--- src/rtl/cla_seq_pkg.sv ---
// Shared types and constants for the nibble-serial carry-lookahead adder.
package cla_seq_pkg;

  localparam int NIBBLE_W = 4;

  typedef enum logic [1:0] {
    IDLE = 2'd0,
    RUN  = 2'd1,
    DONE = 2'd2
  } state_t;

endpackage

--- src/rtl/cla4_slice.sv ---
// Combinational 4-bit carry-lookahead adder; every carry is a flat sum of products of g/p/cin.
module cla4_slice
  import cla_seq_pkg::*;
(
  input  logic [NIBBLE_W-1:0] a,
  input  logic [NIBBLE_W-1:0] b,
  input  logic                cin,
  output logic [NIBBLE_W-1:0] s,
  output logic                cout
);

  logic [3:0] g;
  logic [3:0] p;
  logic [4:0] c;

  assign g = a & b;
  assign p = a ^ b;

  // Each carry is expanded directly from cin so no carry waits on a lower one.
  assign c[0] = cin;
  assign c[1] = g[0] | (p[0] & cin);
  assign c[2] = g[1] | (p[1] & g[0]) | (p[1] & p[0] & cin);
  assign c[3] = g[2] | (p[2] & g[1]) | (p[2] & p[1] & g[0]) | (p[2] & p[1] & p[0] & cin);
  assign c[4] = g[3] | (p[3] & g[2]) | (p[3] & p[2] & g[1]) | (p[3] & p[2] & p[1] & g[0])
              | (p[3] & p[2] & p[1] & p[0] & cin);

  assign s    = p ^ c[3:0];
  assign cout = c[4];

endmodule

--- src/rtl/cla_nibble_seq.sv ---
// Multi-cycle WIDTH-bit adder: one cla4_slice reused LSB nibble first, carry chained in a flop.
// Optional signed-overflow output out_ovf is built when CLA_SEQ_OVF_EN is defined.
module cla_nibble_seq
  import cla_seq_pkg::*;
#(
  parameter int WIDTH = 16
) (
  input  logic             clk,
  input  logic             rst_n,
  input  logic             in_valid,
  output logic             in_ready,
  input  logic [WIDTH-1:0] in_a,
  input  logic [WIDTH-1:0] in_b,
  input  logic             in_cin,
  output logic             out_valid,
  input  logic             out_ready,
  output logic [WIDTH-1:0] out_sum,
  output logic             out_cout,
`ifdef CLA_SEQ_OVF_EN
  output logic             out_ovf,
`endif
  output logic             busy
);

  localparam int NIB  = WIDTH / NIBBLE_W;
  localparam int IDXW = (NIB > 1) ? $clog2(NIB) : 1;
  localparam logic [IDXW-1:0] LAST_IDX = IDXW'(NIB - 1);

  if ((WIDTH % NIBBLE_W) != 0 || WIDTH < 8) begin : g_bad_width
    $error("cla_nibble_seq: WIDTH must be a multiple of 4 and at least 8");
  end

  state_t                state;
  logic [IDXW-1:0]       idx;
  logic                  carry;
  logic [WIDTH-1:0]      a_q;
  logic [WIDTH-1:0]      b_q;
  logic [NIBBLE_W-1:0]   nib_s;
  logic                  nib_cout;

  cla4_slice u_slice (
    .a    (a_q[idx*NIBBLE_W +: NIBBLE_W]),
    .b    (b_q[idx*NIBBLE_W +: NIBBLE_W]),
    .cin  (carry),
    .s    (nib_s),
    .cout (nib_cout)
  );

  assign in_ready  = (state == IDLE);
  assign out_valid = (state == DONE);
  assign busy      = (state != IDLE);

  // NOTE: all state here is updated with non-blocking assignments so every flop
  // sees the pre-edge value of idx/carry, regardless of statement order.
  always_ff @(posedge clk) begin
    if (!rst_n) begin
      state    <= IDLE;
      idx      <= '0;
      carry    <= 1'b0;
      a_q      <= '0;
      b_q      <= '0;
      out_sum  <= '0;
      out_cout <= 1'b0;
`ifdef CLA_SEQ_OVF_EN
      out_ovf  <= 1'b0;
`endif
    end else begin
      case (state)
        IDLE: begin
          if (in_valid) begin
            a_q     <= in_a;
            b_q     <= in_b;
            carry   <= in_cin;
            idx     <= '0;
            out_sum <= '0;
            state   <= RUN;
          end
        end
        RUN: begin
          out_sum[idx*NIBBLE_W +: NIBBLE_W] <= nib_s;
          carry <= nib_cout;
          idx   <= idx + IDXW'(1);
          if (idx == LAST_IDX) begin
            out_cout <= nib_cout;
`ifdef CLA_SEQ_OVF_EN
            // Same-sign operands whose sum flips sign: two's-complement overflow.
            out_ovf  <= (a_q[WIDTH-1] == b_q[WIDTH-1]) && (nib_s[NIBBLE_W-1] != a_q[WIDTH-1]);
`endif
            state    <= DONE;
          end
        end
        DONE: begin
          if (out_ready) state <= IDLE;
        end
        default: state <= IDLE;
      endcase
    end
  end

endmodule

--- config.mk ---
export PLATFORM = sky130hd
export DESIGN_NAME = cla_nibble_seq
export DESIGN_NICKNAME = d
export VERILOG_FILES = /design/src/rtl/cla_seq_pkg.sv /design/src/rtl/cla4_slice.sv /design/src/rtl/cla_nibble_seq.sv
export SDC_FILE = /design/constraint.sdc
export NUM_CORES = 1
export LEC_CHECK = 0
export CAP_MARGIN = 0
export CORE_ASPECT_RATIO = 1.5
export CORE_MARGIN = 3
export CORE_UTILIZATION = 40
export CTS_CLUSTER_SIZE = 40
export DETAILED_ROUTE_END_ITERATION = 10
export GPL_ROUTABILITY_DRIVEN = 0
export HOLD_SLACK_MARGIN = 0.12
export MAX_ROUTING_LAYER = met4
export PLACE_DENSITY_LB_ADDON = 0.05
export SYNTH_ARGS = -nofsm -noshare
export SYNTH_HDL_FRONTEND = slang
export SYNTH_SLANG_ARGS = --single-unit
--- constraint.sdc ---
create_clock -name clk -period 3.2 [get_ports clk]
set_input_delay 0.64 -clock clk [delete_from_list [all_inputs] [get_ports clk]]
set_output_delay 0.64 -clock clk [all_outputs]
set_load 0.03 [all_outputs]
After elaboration in Yosys (flattened, before gate mapping)
Cells that the tools add are included.
{ "word_totals": {"regBits": 54, "in_bits": 37, "out_inout_bits": 20, "word_cells": 66} }
{ "classes": {"n_addsub": 2, "eq_ne": 6, "shifts": 4, "n_mux": 11, "bitwise": 29, "reduce_logical": 7} }
{ "ops": {"columns": ["op", "count"], "rows": [
  ["negation 4 -> 34 bit", 1],
  ["variable shift 4 x 34 -> 16 bit (first input constant)", 1],
  ["variable part select 4 x 34 -> 16 bit", 1],
  ["one-hot mux 16 bit (2 select lines)", 1],
  ["variable part select 16 x 5 -> 4 bit", 2],
  ["bitwise AND 1 bit", 16],
  ["bitwise mux 16 bit", 1],
  ["2-to-1 mux 16 bit", 1],
  ["bitwise OR 1 bit", 10],
  ["2-to-1 mux 2 bit", 4],
  ["bitwise XOR 4 bit", 2],
  ["one-hot mux 2 bit (3 select lines)", 1],
  ["AND reduction 2 bit", 3],
  ["bitwise AND 4 bit", 1],
  ["== test 2 bit (second input constant)", 2],
  ["inequality test 2 bit (second input constant)", 2],
  ["one-hot mux 2 bit (2 select lines)", 1],
  ["nonzero test 2 bit", 2],
  ["AND reduction 3 bit", 1],
  ["adder 2 x 1 -> 2 bit (second input constant)", 1],
  ["== test 2 x 1 -> 1 bit (second input constant)", 1],
  ["zero test 2 bit", 1],
  ["inequality test 2 x 1 -> 1 bit (second input constant)", 1],
  ["one-hot mux 1 bit (2 select lines)", 1],
  ["2-to-1 mux 1 bit", 1]
]} }

Depth between registers and ports, before layout
{ "logic_depth": {"ltp_word": 10, "depth_mapped": 8, "depth_no_buf": 6} }

Hierarchy
Synthesis repeated with hierarchy kept, for this count alone.
{ "unflattened": {"hier_cells": 276, "hier_area_um2": 2504.9} }
{ "by_module_without_submodules": {"columns": ["module", "instances", "cells_per_inst", "area_each_um2", "seq_area_each_um2"], "rows": [
  ["cla_nibble_seq", 1, 259, 2357.3, 1081.0],
  ["cla4_slice", 1, 17, 147.6, 0.0]
]} }

Least setup slack after synthesis
OpenSTA, ideal clock, no wires.
{ "synth_timing": {"path_kind": "reg2reg", "start": "reg idx[0]", "end": "reg out_sum[15]", "setup_ns": 0.128, "arrival_ns": 2.419, "t_required_ns": 3.072, "setup_slack_ns": 0.653, "stages_incl_launch_ff": 9, "n_path_buf": 2, "synth_period_minus_slack_ns": 2.547, "cell_sequence": "dfxtp_1 -> clkbuf_2 -> buf_4 -> mux4_2 -> ha_1 -> a211o_1 -> a21o_1 -> xnor2_1 -> o21ai_0"} }
{ "synth_between": {"elab_chain_len": 10, "elab_cells_between_ends": 25, "cone_classes": "add/sub (1); shift (4); mux (2); bitwise (18)"} }
{ "synth_rtl": {"columns": ["element", "line", "rtl"], "rows": [
  ["start: declaration", "cla_nibble_seq.sv:34", "logic [IDXW-1:0] idx;"],
  ["start signal: assignment", "cla_nibble_seq.sv:82", "idx <= idx + IDXW'(1);"],
  ["variable part select 16 x 5 -> 4 bit (on tied branches)", "cla_nibble_seq.sv:42, cla_nibble_seq.sv:43", null],
  ["bitwise XOR 4 bit or bitwise AND 4 bit (tied branches)", "cla4_slice.sv:17, cla4_slice.sv:16", null],
  ["bitwise AND 1 bit", "cla4_slice.sv:23", "assign c[3] = g[2] | (p[2] & g[1]) | (p[2] & p[1] & g[0]) | (p[2] & p[1] & p[0] & cin);"],
  ["bitwise OR 1 bit or bitwise AND 1 bit (tied branches) (2 in series)", "cla4_slice.sv:23", null],
  ["bitwise OR 1 bit", "cla4_slice.sv:23", null],
  ["bitwise XOR 4 bit", "cla4_slice.sv:27", "assign s = p ^ c[3:0];"],
  ["variable part select 4 x 34 -> 16 bit", "cla_nibble_seq.sv:80", "out_sum[idx*NIBBLE_W +: NIBBLE_W] <= nib_s;"],
  ["bitwise mux 16 bit *", "cla_nibble_seq.sv:80", null],
  ["one-hot mux 16 bit (2 select lines) *", "cla_nibble_seq.sv:68", "case (state)"],
  ["end signal: indexed assignment", "cla_nibble_seq.sv:80", null],
  ["end: declaration", "cla_nibble_seq.sv:17", "output logic [WIDTH-1:0] out_sum,"]
]} }
Mark *: on every way between the ends. The rest lies on a longest branch, timed or not.
A chain may end at the register's enable or synchronous reset.

Worst setup path in the final report
{ "layout_timing": {"start": "reg idx[0]", "end": "reg out_sum[3]"} }
Same word-level chain as after synthesis.

==> results.ini <==
[outcome]
outcome = finished clean

[synth]
yosysWarningCount = 0
yosysUniqueCellTypes = 45
synth_edf_count = 0
synth_top_cell_area_share = 0.412
ys_seq_area_frac = 0.412
yosys-top-cells-area = dfxtp_1 (41%), nand2_1 (11%), mux4_2 (6.9%), a21boi_1 (5.4%), ha_1 (4.8%)
synth-async-reset-ratio = 0
synth-seq-cells = 54
synth_area_leader_cell = dfxtp_1
syn-cell-area_um2 = 2620
synth_area_per_cell_um2 = 9.30
synth_fp_nets = 330
postSynthCellCount = 282
ys.flop_type = dfxtp_1

[routing]
dr_wl_met2_um = 3120
routed.top_layer = met4
wirelength_um = 5620
wl_per_cell_um = 13.8
dr_wl_met3_um = 168
ant_nets = 0
first_pass_iters = 4
drt-met1-wl_um = 2250
vias = 2044
drt_iter0_drc = 65
vias_per_cell = 5.02
route.detailed.drc = 0

[sta]
setup_ws_ns = 0.607
finalSetupViolations = 0
finClkSkew_ns = 0.00357
timing.setup.tns_ns = 0
worstMarginPinSlew_ns = 0.576
finalMaxSlewViolations = 0
clock.fmax_ghz = 0.386
period_share = 0.810
slew_headroom = 0.615
rsz0062_at_grt = no
finalHoldViolations = 0
min_period_ns = 2.59

[clock_network]
path_clk_slew_ns = 0.09
h-tree-depth = 2
cts_buffer_depth = 2
cts.sinks = 54
cts_inserted_buffers = 5
cts_tree = done
root_buffer = clkbuf_8
post_cts_buffers = 0
cts_resized = 0
clock_latency_ns = 0.30
cts_hold_buffers = 0

[floorplanning]
start_util = 0.419
die_w_um = 72.1
fp.dieArea_um2 = 7580
num_rows = 35
core_um2 = 6260
ios = 57
die_h_um = 105

[layout]
n_antenna_cell = 0
layout-drive-gt1-share = 0.0871
fin_nets = 380
area_growth_pct = 25.5

[power]
vdd_drop_max_v = 0.000236
seqPwrFrac = 0.531
p_comb_frac = 0.162
power.internal_mw = 1.01
p_sw_uw = 348
power.density_nw_per_um2 = 413
netSwitchingFraction = 0.256
p_clk_frac = 0.307
p_leak_nw = 1.25

[global_route]
grt_pass1_wl_um = 9420
globalRouteTotalUtil = 0.160
antenna_found_initial = 0
grt_max_degree = 36
overflow = 0
grt_pass1_vias = 1984

[worst_hold_path]
hold_depth = 2
holdCritPathClass = reg2reg

[worst_setup_path]
crit_arrival_ns = 2.77
crit_fanout = 11
cp-end-kind = flop
ff2ff_path_depth = 7
worstPathRequired_ns = 3.38
worst_setup_path_start_kind = flop
timing_worst_setup_path_type = reg2reg

[flow_run]
cap_violations = 0

[placed_design]
portBuffers = 56
hpwlAfterDp_um = 4320
post-place-ws_ns = 0.562

-- cell families (layout without fill, tap and decap cells) --
logic type | count (synthesis) | in the layout | share of synthesized area
AND/OR/NAND/NOR | 115 | 115 | 0.214
AO/OA/AOI/OAI | 69 | 69 | 0.188
flip-flops | 54 | 54 | 0.412
buffers and inverters | 23 | 74 | 0.0554
adder cells (fa/ha/maj) | 11 | 11 | 0.0554
multiplexers | 8 | 8 | 0.0687
XOR/XNOR | 2 | 2 | 0.00668
-- critical path, stage by stage, from the launching register on --
cell     delay [ns]
dfxtp_1        0.63
buf_4          0.28
mux4_2         0.52
ha_1           0.32
o21a_1         0.12
a21o_1         0.20
xnor2_1        0.27
o21ai_0        0.14
-- flip-flops by register name, summed over array words and instances (netlist names) --
register and cells:
state 2, a_q 16, idx 2, carry 1, out_cout 1, b_q 16
out_sum 16
-- layout by cell type, fill, tap and decap left out, types with 2 or more instances in the layout --
cell type,instances
clkdlybuf4s50_1,56
nand2_1,80
a22oi_1,9
inv_1,5
a21boi_1,19
dfxtp_1,54
nor2_1,4
nand3_1,7
a31oi_1,2
o21ai_0,7
ha_1,10
o21a_1,2
a21boi_0,13
mux4_2,8
a21o_1,6
clkbuf_8,7
a211o_1,2
a21oi_1,3
buf_4,5
o21ai_1,2
nor2b_1,11
-- worst paths after layout --
kind	slack, ns	start	to
worst min-delay path	0.46	a_q[15]	a_q[15]
worst min register to register	0.46	a_q[15]	a_q[15]
worst max-delay path	0.61	idx[0]	out_sum[3]
worst max register to register	0.61	idx[0]	out_sum[3]
-- layout make-up --
| cell class | count | area, um^2 |
|---|---|---|
| clock buffers | 7 | 96.3 |
| clock inverters | 1 | 8.76 |
| fillers | 638 | 2970 |
| inverters | 5 | 18.8 |
| multi-input cells | 205 | 1400 |
| flip-flops and latches | 54 | 1080 |
| well taps | 74 | 92.6 |
| repair buffers | 61 | 598 |
-- cells in the mapped netlist, types with 2 or more instances --
| cell type | n |
|---|---|
| nand2_1 | 80 |
| dfxtp_1 | 54 |
| a21boi_1 | 19 |
| a21boi_0 | 13 |
| nor2b_1 | 11 |
| ha_1 | 10 |
| a22oi_1 | 9 |
| mux4_2 | 8 |
| nand3_1 | 7 |
| o21ai_0 | 7 |
| a21o_1 | 6 |
| clkbuf_1 | 5 |
| inv_1 | 5 |
| buf_2 | 4 |
| nor2_1 | 4 |
| a21oi_1 | 3 |
| buf_6 | 3 |
| a211o_1 | 2 |
| a31oi_1 | 2 |
| buf_4 | 2 |
| buf_8 | 2 |
| o21a_1 | 2 |
| o21ai_1 | 2 |
-- stage by stage --
step / instance area, um^2 / hold WS, ns / std cells / utilization / power [mW]
floorplan: 2620 / 0.432 / 282 / - / 0.881
CTS: 3290 / 0.460 / 407 / 0.525 / 1.38
detailed placement: 3190 / 0.446 / 399 / 0.509 / 0.965
global route: 3290 / 0.485 / 407 / 0.525 / 1.43
finish: 3290 / 0.456 / 407 / 0.525 / 1.36
global placement: 3190 / 0.444 / 399 / 0.509 / 0.962
-- per-layer routing --
metal | track usage | up-vias
li1 | - | 1063
met1 | 0.179 | 938
met2 | 0.286 | 37
met3 | 0.0308 | 6
met4 | 0.0403 | 0
met5 | - | -
-- power groups by stage --
| stage | clock [mW] | combinational, mW | sequential (mW) |
|---|---|---|---|
| after floorplan | 0 | 0.149 | 0.732 |
| after global placement | 0 | 0.223 | 0.740 |
| after detailed placement | 0 | 0.225 | 0.740 |
| after CTS | 0.434 | 0.226 | 0.724 |
| after global routing | 0.452 | 0.247 | 0.728 |
| final | 0.417 | 0.221 | 0.722 |
Power figures use the tool's default switching activity.
